--- src/rtl/cache_pkg.sv ---
// -----------------------------------------------------------------------------
// cache_pkg
// Shared definitions for the direct-mapped write-back data cache controller:
//   - cache_state_e : controller FSM states
//   - DEF_*         : default address-field widths
//   - addr_tag / addr_index / addr_offset : split a byte address into fields
// The field helpers work on a 32-bit container so that any configured width
// up to 32 bits can use them; callers cast the result to the field width.
// -----------------------------------------------------------------------------
package cache_pkg;

    localparam int DEF_ADDR_W   = 10;
    localparam int DEF_INDEX_W  = 2;
    localparam int DEF_OFFSET_W = 4;

    typedef enum logic [1:0] {
        IDLE       = 2'd0,
        COMPARE    = 2'd1,
        WRITE_BACK = 2'd2,
        ALLOCATE   = 2'd3
    } cache_state_e;

    function automatic logic [31:0] field_mask(input int w);
        return (32'd1 << w) - 32'd1;
    endfunction

    function automatic logic [31:0] addr_offset(input logic [31:0] addr,
                                                input int offset_w);
        return addr & field_mask(offset_w);
    endfunction

    function automatic logic [31:0] addr_index(input logic [31:0] addr,
                                               input int index_w,
                                               input int offset_w);
        return (addr >> offset_w) & field_mask(index_w);
    endfunction

    function automatic logic [31:0] addr_tag(input logic [31:0] addr,
                                             input int index_w,
                                             input int offset_w);
        return addr >> (index_w + offset_w);
    endfunction

endpackage

--- src/rtl/cache_tag_store.sv ---
// -----------------------------------------------------------------------------
// cache_tag_store
// Tag, valid and dirty metadata for every cache line.
// Ports:
//   clock, reset_n             : clock, asynchronous active-low reset
//   rd_index -> rd_tag/valid/dirty : combinational lookup of one line
//   fill_en/fill_index/fill_tag : install a new tag, mark valid and clean
//   set_dirty_en/set_dirty_index: mark a line dirty (CPU write hit)
//   clr_dirty_en/clr_dirty_index: mark a line clean (write-back finished)
// Reset clears valid and dirty; tags are left unreset because an invalid
// line's tag is never looked at.
// -----------------------------------------------------------------------------
module cache_tag_store #(
    parameter int INDEX_W = 2,
    parameter int TAG_W   = 4
) (
    input  logic               clock,
    input  logic               reset_n,
    input  logic [INDEX_W-1:0] rd_index,
    output logic [TAG_W-1:0]   rd_tag,
    output logic               rd_valid,
    output logic               rd_dirty,
    input  logic               fill_en,
    input  logic [INDEX_W-1:0] fill_index,
    input  logic [TAG_W-1:0]   fill_tag,
    input  logic               set_dirty_en,
    input  logic [INDEX_W-1:0] set_dirty_index,
    input  logic               clr_dirty_en,
    input  logic [INDEX_W-1:0] clr_dirty_index
);

    localparam int LINES = 2 ** INDEX_W;

    logic [LINES-1:0] valid_vec;
    logic [LINES-1:0] dirty_vec;
    logic [TAG_W-1:0] tag_vec [LINES];

    genvar gi;
    generate
        for (gi = 0; gi < LINES; gi++) begin : g_line
            logic             valid_q;
            logic             dirty_q;
            logic [TAG_W-1:0] tag_q;
            logic             fill_hit;

            assign fill_hit = fill_en && (fill_index == INDEX_W'(gi));

            always_ff @(posedge clock or negedge reset_n) begin
                if (!reset_n) begin
                    valid_q <= 1'b0;
                    dirty_q <= 1'b0;
                end else if (fill_hit) begin
                    valid_q <= 1'b1;
                    dirty_q <= 1'b0;
                end else if (set_dirty_en && (set_dirty_index == INDEX_W'(gi))) begin
                    dirty_q <= 1'b1;
                end else if (clr_dirty_en && (clr_dirty_index == INDEX_W'(gi))) begin
                    dirty_q <= 1'b0;
                end
            end

            always_ff @(posedge clock) begin
                if (fill_hit) begin
                    tag_q <= fill_tag;
                end
            end

            assign valid_vec[gi] = valid_q;
            assign dirty_vec[gi] = dirty_q;
            assign tag_vec[gi]   = tag_q;
        end
    endgenerate

    assign rd_tag   = tag_vec[rd_index];
    assign rd_valid = valid_vec[rd_index];
    assign rd_dirty = dirty_vec[rd_index];

endmodule

--- src/rtl/cache_controller.sv ---
// -----------------------------------------------------------------------------
// cache_controller
// FSM for a direct-mapped, write-back, write-allocate data cache. It decides
// hit/miss, sequences dirty write-back and block fetch over a req/ready memory
// handshake, and drives the write enables of the external data array.
// Ports:
//   clock, reset_n       : clock, asynchronous active-low reset
//   cpu_valid, cpu_read_write (1=write), cpu_address : CPU request
//   hit_miss             : 1-cycle completion pulse; busy : not IDLE
//   arr_index, arr_offset, arr_cpu_we, arr_fill_we : data-array control
//   mem_req, mem_we (1=write-back), mem_block_addr, mem_ready : memory side
//   hit_count, miss_count: statistics counters
// Optional feature: define CACHE_STATS_EN to build the saturating hit/miss
// counters; without it both count ports are tied to zero.
// -----------------------------------------------------------------------------
module cache_controller
    import cache_pkg::*;
#(
    parameter int ADDR_W   = DEF_ADDR_W,
    parameter int INDEX_W  = DEF_INDEX_W,
    parameter int OFFSET_W = DEF_OFFSET_W
) (
    input  logic                                    clock,
    input  logic                                    reset_n,
    input  logic                                    cpu_valid,
    input  logic                                    cpu_read_write,
    input  logic [ADDR_W-1:0]                       cpu_address,
    output logic                                    hit_miss,
    output logic                                    busy,
    output logic [INDEX_W-1:0]                      arr_index,
    output logic [OFFSET_W-1:0]                     arr_offset,
    output logic                                    arr_cpu_we,
    output logic                                    arr_fill_we,
    output logic                                    mem_req,
    output logic                                    mem_we,
    output logic [ADDR_W-OFFSET_W-1:0]              mem_block_addr,
    input  logic                                    mem_ready,
    output logic [15:0]                             hit_count,
    output logic [15:0]                             miss_count
);

    localparam int TAG_W = ADDR_W - INDEX_W - OFFSET_W;

    cache_state_e            state_q;
    logic                    req_we_q;
    logic [TAG_W-1:0]        req_tag_q;
    logic [INDEX_W-1:0]      req_index_q;
    logic [OFFSET_W-1:0]     req_offset_q;
    logic                    mem_req_q;
    logic                    mem_we_q;
    logic [TAG_W+INDEX_W-1:0] mem_block_addr_q;

    logic [TAG_W-1:0] lk_tag;
    logic             lk_valid;
    logic             lk_dirty;
    logic             hit;
    logic             fill;
    logic             wb_done;

    cache_tag_store #(
        .INDEX_W (INDEX_W),
        .TAG_W   (TAG_W)
    ) u_tag_store (
        .clock           (clock),
        .reset_n         (reset_n),
        .rd_index        (req_index_q),
        .rd_tag          (lk_tag),
        .rd_valid        (lk_valid),
        .rd_dirty        (lk_dirty),
        .fill_en         (fill),
        .fill_index      (req_index_q),
        .fill_tag        (req_tag_q),
        .set_dirty_en    (arr_cpu_we),
        .set_dirty_index (req_index_q),
        .clr_dirty_en    (wb_done),
        .clr_dirty_index (req_index_q)
    );

    assign hit     = (state_q == COMPARE) && lk_valid && (lk_tag == req_tag_q);
    assign fill    = (state_q == ALLOCATE) && mem_req_q && mem_ready;
    assign wb_done = (state_q == WRITE_BACK) && mem_req_q && mem_ready;

    assign hit_miss       = hit;
    assign arr_cpu_we     = hit && req_we_q;
    assign arr_fill_we    = fill;
    assign busy           = (state_q != IDLE);
    assign arr_index      = req_index_q;
    assign arr_offset     = req_offset_q;
    assign mem_req        = mem_req_q;
    assign mem_we         = mem_we_q;
    assign mem_block_addr = mem_block_addr_q;

    // mem_req is a flop so request and address stay stable until the ready
    // cycle. After a write-back it drops for one cycle before the fetch is
    // raised, which gives memory a clean boundary between the two requests.
    always_ff @(posedge clock or negedge reset_n) begin
        if (!reset_n) begin
            state_q          <= IDLE;
            req_we_q         <= 1'b0;
            req_tag_q        <= '0;
            req_index_q      <= '0;
            req_offset_q     <= '0;
            mem_req_q        <= 1'b0;
            mem_we_q         <= 1'b0;
            mem_block_addr_q <= '0;
        end else begin
            case (state_q)
                IDLE: begin
                    if (cpu_valid) begin
                        req_we_q     <= cpu_read_write;
                        req_tag_q    <= TAG_W'(addr_tag(32'(cpu_address), INDEX_W, OFFSET_W));
                        req_index_q  <= INDEX_W'(addr_index(32'(cpu_address), INDEX_W, OFFSET_W));
                        req_offset_q <= OFFSET_W'(addr_offset(32'(cpu_address), OFFSET_W));
                        state_q      <= COMPARE;
                    end
                end
                COMPARE: begin
                    if (hit) begin
                        state_q <= IDLE;
                    end else if (lk_valid && lk_dirty) begin
                        state_q          <= WRITE_BACK;
                        mem_req_q        <= 1'b1;
                        mem_we_q         <= 1'b1;
                        mem_block_addr_q <= {lk_tag, req_index_q};
                    end else begin
                        state_q          <= ALLOCATE;
                        mem_req_q        <= 1'b1;
                        mem_we_q         <= 1'b0;
                        mem_block_addr_q <= {req_tag_q, req_index_q};
                    end
                end
                WRITE_BACK: begin
                    if (mem_ready) begin
                        state_q   <= ALLOCATE;
                        mem_req_q <= 1'b0;
                        mem_we_q  <= 1'b0;
                    end
                end
                ALLOCATE: begin
                    if (!mem_req_q) begin
                        mem_req_q        <= 1'b1;
                        mem_we_q         <= 1'b0;
                        mem_block_addr_q <= {req_tag_q, req_index_q};
                    end else if (mem_ready) begin
                        mem_req_q <= 1'b0;
                        state_q   <= COMPARE;
                    end
                end
                default: state_q <= IDLE;
            endcase
        end
    end

`ifdef CACHE_STATS_EN
    logic [15:0] hit_count_q;
    logic [15:0] miss_count_q;

    always_ff @(posedge clock or negedge reset_n) begin
        if (!reset_n) begin
            hit_count_q  <= '0;
            miss_count_q <= '0;
        end else begin
            if (hit && (hit_count_q != 16'hFFFF)) begin
                hit_count_q <= hit_count_q + 16'd1;
            end
            // Any COMPARE that does not hit leaves for WRITE_BACK or ALLOCATE.
            if ((state_q == COMPARE) && !hit && (miss_count_q != 16'hFFFF)) begin
                miss_count_q <= miss_count_q + 16'd1;
            end
        end
    end

    assign hit_count  = hit_count_q;
    assign miss_count = miss_count_q;
`else
    assign hit_count  = 16'd0;
    assign miss_count = 16'd0;
`endif

endmodule

--- config.mk ---
export PLATFORM = sky130hd
export DESIGN_NAME = cache_controller
export DESIGN_NICKNAME = d
export VERILOG_FILES = /design/src/rtl/cache_pkg.sv /design/src/rtl/cache_tag_store.sv /design/src/rtl/cache_controller.sv
export SDC_FILE = /design/constraint.sdc
export NUM_CORES = 1
export LEC_CHECK = 0
export ABC_AREA = 1
export ABC_CLOCK_PERIOD_IN_PS = 1950
export BUFFER_PORTS_ARGS = -buffer_cell sky130_fd_sc_hd__buf_2
export CAP_MARGIN = 0
export CORE_AREA = 2 2 66 81
export CTS_CLUSTER_SIZE = 30
export DETAILED_ROUTE_END_ITERATION = 8
export DIE_AREA = 0 0 68 83
export GPL_ROUTABILITY_DRIVEN = 0
export PLACE_DENSITY = 0.78
export SLEW_MARGIN = 20
export SYNTH_ARGS = -nofsm -noshare
export SYNTH_HDL_FRONTEND = slang
export SYNTH_SLANG_ARGS = --single-unit
export TNS_END_PERCENT = 30
--- constraint.sdc ---
create_clock -name clock -period 1.95 [get_ports clock]
set_input_delay 0.0975 -clock clock [delete_from_list [all_inputs] [get_ports clock]]
set_output_delay 0.0975 -clock clock [all_outputs]
set_load 0.02 [all_outputs]
==> impl_results.html <==
<table>
<tr><th>Metric</th><th>Value</th></tr>
<tr><th colspan="2">Status</th></tr>
<tr><td>Run status</td><td>completed</td></tr>
<tr><th colspan="2">Synthesis</th></tr>
<tr><td>Netlist area before placement</td><td>2486 sq um</td></tr>
<tr><td>Share of synthesized registers carrying an async set or reset</td><td>64.44%</td></tr>
<tr><td>Number of distinct library cells after synthesis</td><td>30</td></tr>
<tr><td>Cell types with the largest area share after synthesis</td><td>sky130_fd_sc_hd__dfrtp_1 (29%), sky130_fd_sc_hd__edfxtp_1 (19%), sky130_fd_sc_hd__nand2_1 (12%), sky130_fd_sc_hd__buf_4 (10%), sky130_fd_sc_hd__nor2_1 (3.5%)</td></tr>
<tr><td>Post-synthesis average cell area</td><td>8.816 sq um</td></tr>
<tr><td>Most frequent cell after synthesis</td><td>sky130_fd_sc_hd__nand2_1</td></tr>
<tr><td>Register area share after synthesis</td><td>48.52%</td></tr>
<tr><td>Post-synth EDFFs</td><td>16</td></tr>
<tr><td>Cell accounting for the most synthesized area</td><td>sky130_fd_sc_hd__dfrtp_1</td></tr>
<tr><td>Warning count from the yosys run</td><td>0</td></tr>
<tr><td>Number of cells produced by synthesis</td><td>282</td></tr>
<tr><td>List of most frequent post-synthesis cells</td><td>sky130_fd_sc_hd__nand2_1 (80), sky130_fd_sc_hd__buf_4 (33), sky130_fd_sc_hd__dfrtp_1 (29)</td></tr>
<tr><td>Area share of the largest cell type after synthesis</td><td>29.19%</td></tr>
<tr><td>Total of flip-flops plus latches after synthesis</td><td>45</td></tr>
<tr><td>Primary flip-flop cell chosen by synthesis mapping</td><td>sky130_fd_sc_hd__dfrtp_1</td></tr>
<tr><th colspan="2">Floorplanning</th></tr>
<tr><td>Initial Util</td><td>51.42%</td></tr>
<tr><td>Die area</td><td>5644 sq um</td></tr>
<tr><td>Total I/O pin count</td><td>65</td></tr>
<tr><td>Horizontal die dimension</td><td>68 um</td></tr>
<tr><td>Number of core rows</td><td>28</td></tr>
<tr><td>Core Region</td><td>4835 sq um</td></tr>
<tr><td>Die H</td><td>83 um</td></tr>
<tr><th colspan="2">CTS</th></tr>
<tr><td>Clock tree from TritonCTS</td><td>built</td></tr>
<tr><td>Root cell of the clock tree</td><td>sky130_fd_sc_hd__clkbuf_8</td></tr>
<tr><td>Maximum number of buffers from clock root to sink</td><td>2</td></tr>
<tr><td>Level count of the clock H-tree</td><td>2</td></tr>
<tr><td>CTS Sinks</td><td>45</td></tr>
<tr><td>Clock latency reported for the late side of the worst-skew pair</td><td>0.30 ns</td></tr>
<tr><td>Clk slew on worst S/H paths</td><td>0.08 ns</td></tr>
<tr><td>Number of clock buffers inserted by TritonCTS</td><td>5</td></tr>
<tr><th colspan="2">STA</th></tr>
<tr><td>Final Hold Viols</td><td>0</td></tr>
<tr><td>Final Max Tran Viols</td><td>0</td></tr>
<tr><td>RSZ-0062 raised after global routing</td><td>true</td></tr>
<tr><td>Post-route setup slack</td><td>0.008698 ns</td></tr>
<tr><td>Transition time at the pin with the least slew margin</td><td>0.6699 ns</td></tr>
<tr><td>Max transition margin</td><td>55.34%</td></tr>
<tr><td>Final clock skew</td><td>0.006586 ns</td></tr>
<tr><td>Endpoints failing setup</td><td>0</td></tr>
<tr><td>Crit path time final</td><td>1.941 ns</td></tr>
<tr><td>Share of the cycle needed by the critical path after routing</td><td>99.55%</td></tr>
<tr><td>Fmax</td><td>515.1 MHz</td></tr>
<tr><td>Setup Total Neg Slack</td><td>0 ns</td></tr>
<tr><th colspan="2">Setup path</th></tr>
<tr><td>Kind of start point of the critical path</td><td>flip-flop</td></tr>
<tr><td>CP Max Fanout</td><td>6</td></tr>
<tr><td>Path type of the worst setup path</td><td>reg -&gt; out</td></tr>
<tr><td>Required time at the worst-slack endpoint</td><td>1.85 ns</td></tr>
<tr><td>Capture point of the worst path</td><td>hit_miss</td></tr>
<tr><td>Worst R2R Setup Slack</td><td>0.13 ns</td></tr>
<tr><td>Launch point of the worst reg-to-reg path</td><td>arr_index[0]</td></tr>
<tr><td>Critical path origin</td><td>arr_index[0]</td></tr>
<tr><td>End of the worst register-to-register path</td><td>u_tag_store.g_line[2].dirty_q</td></tr>
<tr><td>Arrival @ worst endpoint</td><td>1.84 ns</td></tr>
<tr><td>Cells on worst reg2reg path</td><td>13</td></tr>
<tr><td>Critical Path End Type</td><td>output pin</td></tr>
<tr><th colspan="2">Drt</th></tr>
<tr><td>Number of DRC markers in iteration 0</td><td>90</td></tr>
<tr><td>Total number of vias</td><td>1,895</td></tr>
<tr><td>Final antenna-violating net count</td><td>0</td></tr>
<tr><td>Number of search-and-repair iterations in the first detailed-routing pass</td><td>4</td></tr>
<tr><td>WL met3</td><td>322 um</td></tr>
<tr><td>Vias per inst</td><td>4.859</td></tr>
<tr><td>Wire length per cell after detailed routing</td><td>12.38 um</td></tr>
<tr><td>Sum of met2 wire segment lengths after detailed routing</td><td>2410 um</td></tr>
<tr><td>Length of routed wiring on met1</td><td>2005 um</td></tr>
<tr><td>Highest metal layer with signal wires</td><td>met4</td></tr>
<tr><td>Number of DRC violations after detailed routing</td><td>0</td></tr>
<tr><td>Total wire length after detailed routing</td><td>4829 um</td></tr>
<tr><th colspan="2">Worst hold path</th></tr>
<tr><td>Path class of the lowest-slack min-delay path</td><td>in -&gt; reg</td></tr>
<tr><th colspan="2">Global routing</th></tr>
<tr><td>Remaining global-route overflow</td><td>0</td></tr>
<tr><td>Gr usage total</td><td>18.28%</td></tr>
<tr><td>Maximum number of pins on one net before global-route repair</td><td>30</td></tr>
<tr><td>Initial antenna violation count</td><td>0</td></tr>
<tr><td>Via count of the first global-routing pass</td><td>1,713</td></tr>
<tr><td>Wire length of the first global-routing pass</td><td>7900 um</td></tr>
<tr><th colspan="2">Pwr</th></tr>
<tr><td>Worst ir drop on vdd</td><td>855.1 uV</td></tr>
<tr><td>Power density relative to cell area</td><td>1636 nW/um^2</td></tr>
<tr><td>Design internal power</td><td>2553 uW</td></tr>
<tr><td>Sw power</td><td>2056 uW</td></tr>
<tr><td>Fraction of power consumed by combinational cells</td><td>51.0%</td></tr>
<tr><td>Switching share of power</td><td>44.61%</td></tr>
<tr><td>Leakage</td><td>0.001400 uW</td></tr>
<tr><td>Sequential power share</td><td>34.2%</td></tr>
<tr><td>Final total power</td><td>4609 uW</td></tr>
<tr><td>Clock power share</td><td>14.9%</td></tr>
<tr><th colspan="2">Finish</th></tr>
<tr><td>Number of filler cells placed in the layout</td><td>425</td></tr>
<tr><td>Area Growth Syn to Fin</td><td>13.34%</td></tr>
<tr><td>Final net count</td><td>349</td></tr>
<tr><td>Share of final-layout standard cells stronger than drive strength 1</td><td>27.88%</td></tr>
<tr><td>N_diodes</td><td>0</td></tr>
<tr><th colspan="2">Placement</th></tr>
<tr><td>Dpl hpwl</td><td>3564 um</td></tr>
<tr><td>Number of buffers added on ports</td><td>32</td></tr>
<tr><td>Worst Setup Slack post-DPL</td><td>0.2211 ns</td></tr>
<tr><th colspan="2">Job</th></tr>
<tr><td>Max_cap viols</td><td>0</td></tr>
</table>
==> metal layers <==
metal	track usage [%]	up-vias
met2	28.68	83
met4	5.636	0
met1	24.30	878
li1	-	926
met5	0	-
met3	5.014	8
==> repair_timing <==
action / CTS / global route
gates cloned: 0 / 1
endpoints found under the setup margin: 2 / 8
hold buffers: 1 / 0
pin swaps: 1 / 2
buffers inserted: 2 / 2
hold endpoints to repair: 29 / 0
gates resized for setup: 6 / 16
==> layout by cell type (no fill, tap or decap), types with 2 or more instances in the layout <==
master                     synthesis  final
sky130_fd_sc_hd__conb_1            1     32
sky130_fd_sc_hd__nand2_1          80     74
sky130_fd_sc_hd__a21oi_1          11     11
sky130_fd_sc_hd__edfxtp_1         16     16
sky130_fd_sc_hd__nor2_4            3      3
sky130_fd_sc_hd__nand4_1           2      2
sky130_fd_sc_hd__nand3_1          14     13
sky130_fd_sc_hd__buf_6             1      2
sky130_fd_sc_hd__o21ai_2           6      6
sky130_fd_sc_hd__inv_1            20     20
sky130_fd_sc_hd__buf_4            33     13
sky130_fd_sc_hd__buf_2             1     30
sky130_fd_sc_hd__nor2_1           23     23
sky130_fd_sc_hd__nand2_2           9     15
sky130_fd_sc_hd__mux2_2            4      4
sky130_fd_sc_hd__ha_1              5      5
sky130_fd_sc_hd__dfrtp_1          29     28
sky130_fd_sc_hd__or2_2             4      4
sky130_fd_sc_hd__clkbuf_8          0      5
sky130_fd_sc_hd__o21ai_1           1      5
sky130_fd_sc_hd__o21ai_0           7      3
==> worst max-delay path: stages (launching register included) <==
cell	delay (ns)
sky130_fd_sc_hd__dfrtp_2	0.45
sky130_fd_sc_hd__buf_4	0.18
sky130_fd_sc_hd__nand2_1	0.06
sky130_fd_sc_hd__nand2_1	0.06
sky130_fd_sc_hd__nand2_1	0.07
sky130_fd_sc_hd__nand2_2	0.07
sky130_fd_sc_hd__nand2_1	0.06
sky130_fd_sc_hd__nand2_1	0.08
sky130_fd_sc_hd__nor2_4	0.16
sky130_fd_sc_hd__inv_2	0.06
sky130_fd_sc_hd__nor2_4	0.15
sky130_fd_sc_hd__buf_6	0.14
==> worst min-delay path by stage <==
stage	startpoint	endpoint	slack (ns)	cells after the start
2_1_floorplan	reset_n	arr_index[0]	-0.20	0
5_1_grt	cpu_address[0]	arr_offset[0]	0.01	2
6_report	cpu_address[0]	arr_offset[0]	0.03	2
3_3_place_gp	reset_n	u_tag_store.g_line[3].valid_q	0.19	1
3_5_place_dp	reset_n	u_tag_store.g_line[3].valid_q	0.19	1
4_1_cts	cpu_address[0]	arr_offset[0]	0.02	2
==> kinds of logic after synthesis <==
logic type      synth area share [%]
other cells                   0.1508
fa+ha+maj                      2.516
mux                            1.812
flops                          48.52
simple gates                   25.11
compound gates                 6.844
buf+inv                        15.05
==> per-stage QoR <==
stage | hold WS (ns) | utilization, % | area, sq um | cells
floorplan | -0.1981 | - | 2603 | 313
global placement | 0.1882 | 53.99 | 2610 | 376
detailed placement | 0.1879 | 53.99 | 2610 | 376
CTS | 0.01674 | 57.12 | 2761 | 387
global route | 0.01278 | 58.28 | 2818 | 390
finish | 0.02811 | 58.28 | 2818 | 390
==> sequential cells by signal (all words and copies together), names as in the netlist <==
register,flops
u_tag_store.g_line.tag_q,16
mem_block_addr,6
arr_offset,4
req_tag_q,4
u_tag_store.g_line.dirty_q,4
u_tag_store.g_line.valid_q,4
arr_index,2
state_q,2
mem_req,1
mem_we,1
req_we_q,1
==> power groups by stage <==
| stage | combinational, uW | sequential (uW) | clock, uW |
|---|---|---|---|
| floorplan | 1680 | 1700 | 0 |
| global placement | 2160 | 1560 | 0 |
| detailed placement | 2210 | 1580 | 0 |
| CTS | 2270 | 1560 | 702 |
| global route | 2630 | 1620 | 738 |
| finish | 2350 | 1570 | 685 |
==> layout make-up <==
| cell class | instances | area (sq um) | area share [%] |
|---|---|---|---|
| clock buffers | 5 | 68.82 | 2.442 |
| clock inverters | 3 | 41.29 | 1.465 |
| repair buffers | 46 | 280.3 | 9.947 |
| multi-input cells | 208 | 1051 | 37.30 |
| inverters | 23 | 93.84 | 3.330 |
| well taps | 60 | 75.07 | 2.664 |
| flip-flops and latches | 45 | 1207 | 42.85 |
(Power assumes the default switching activity.)
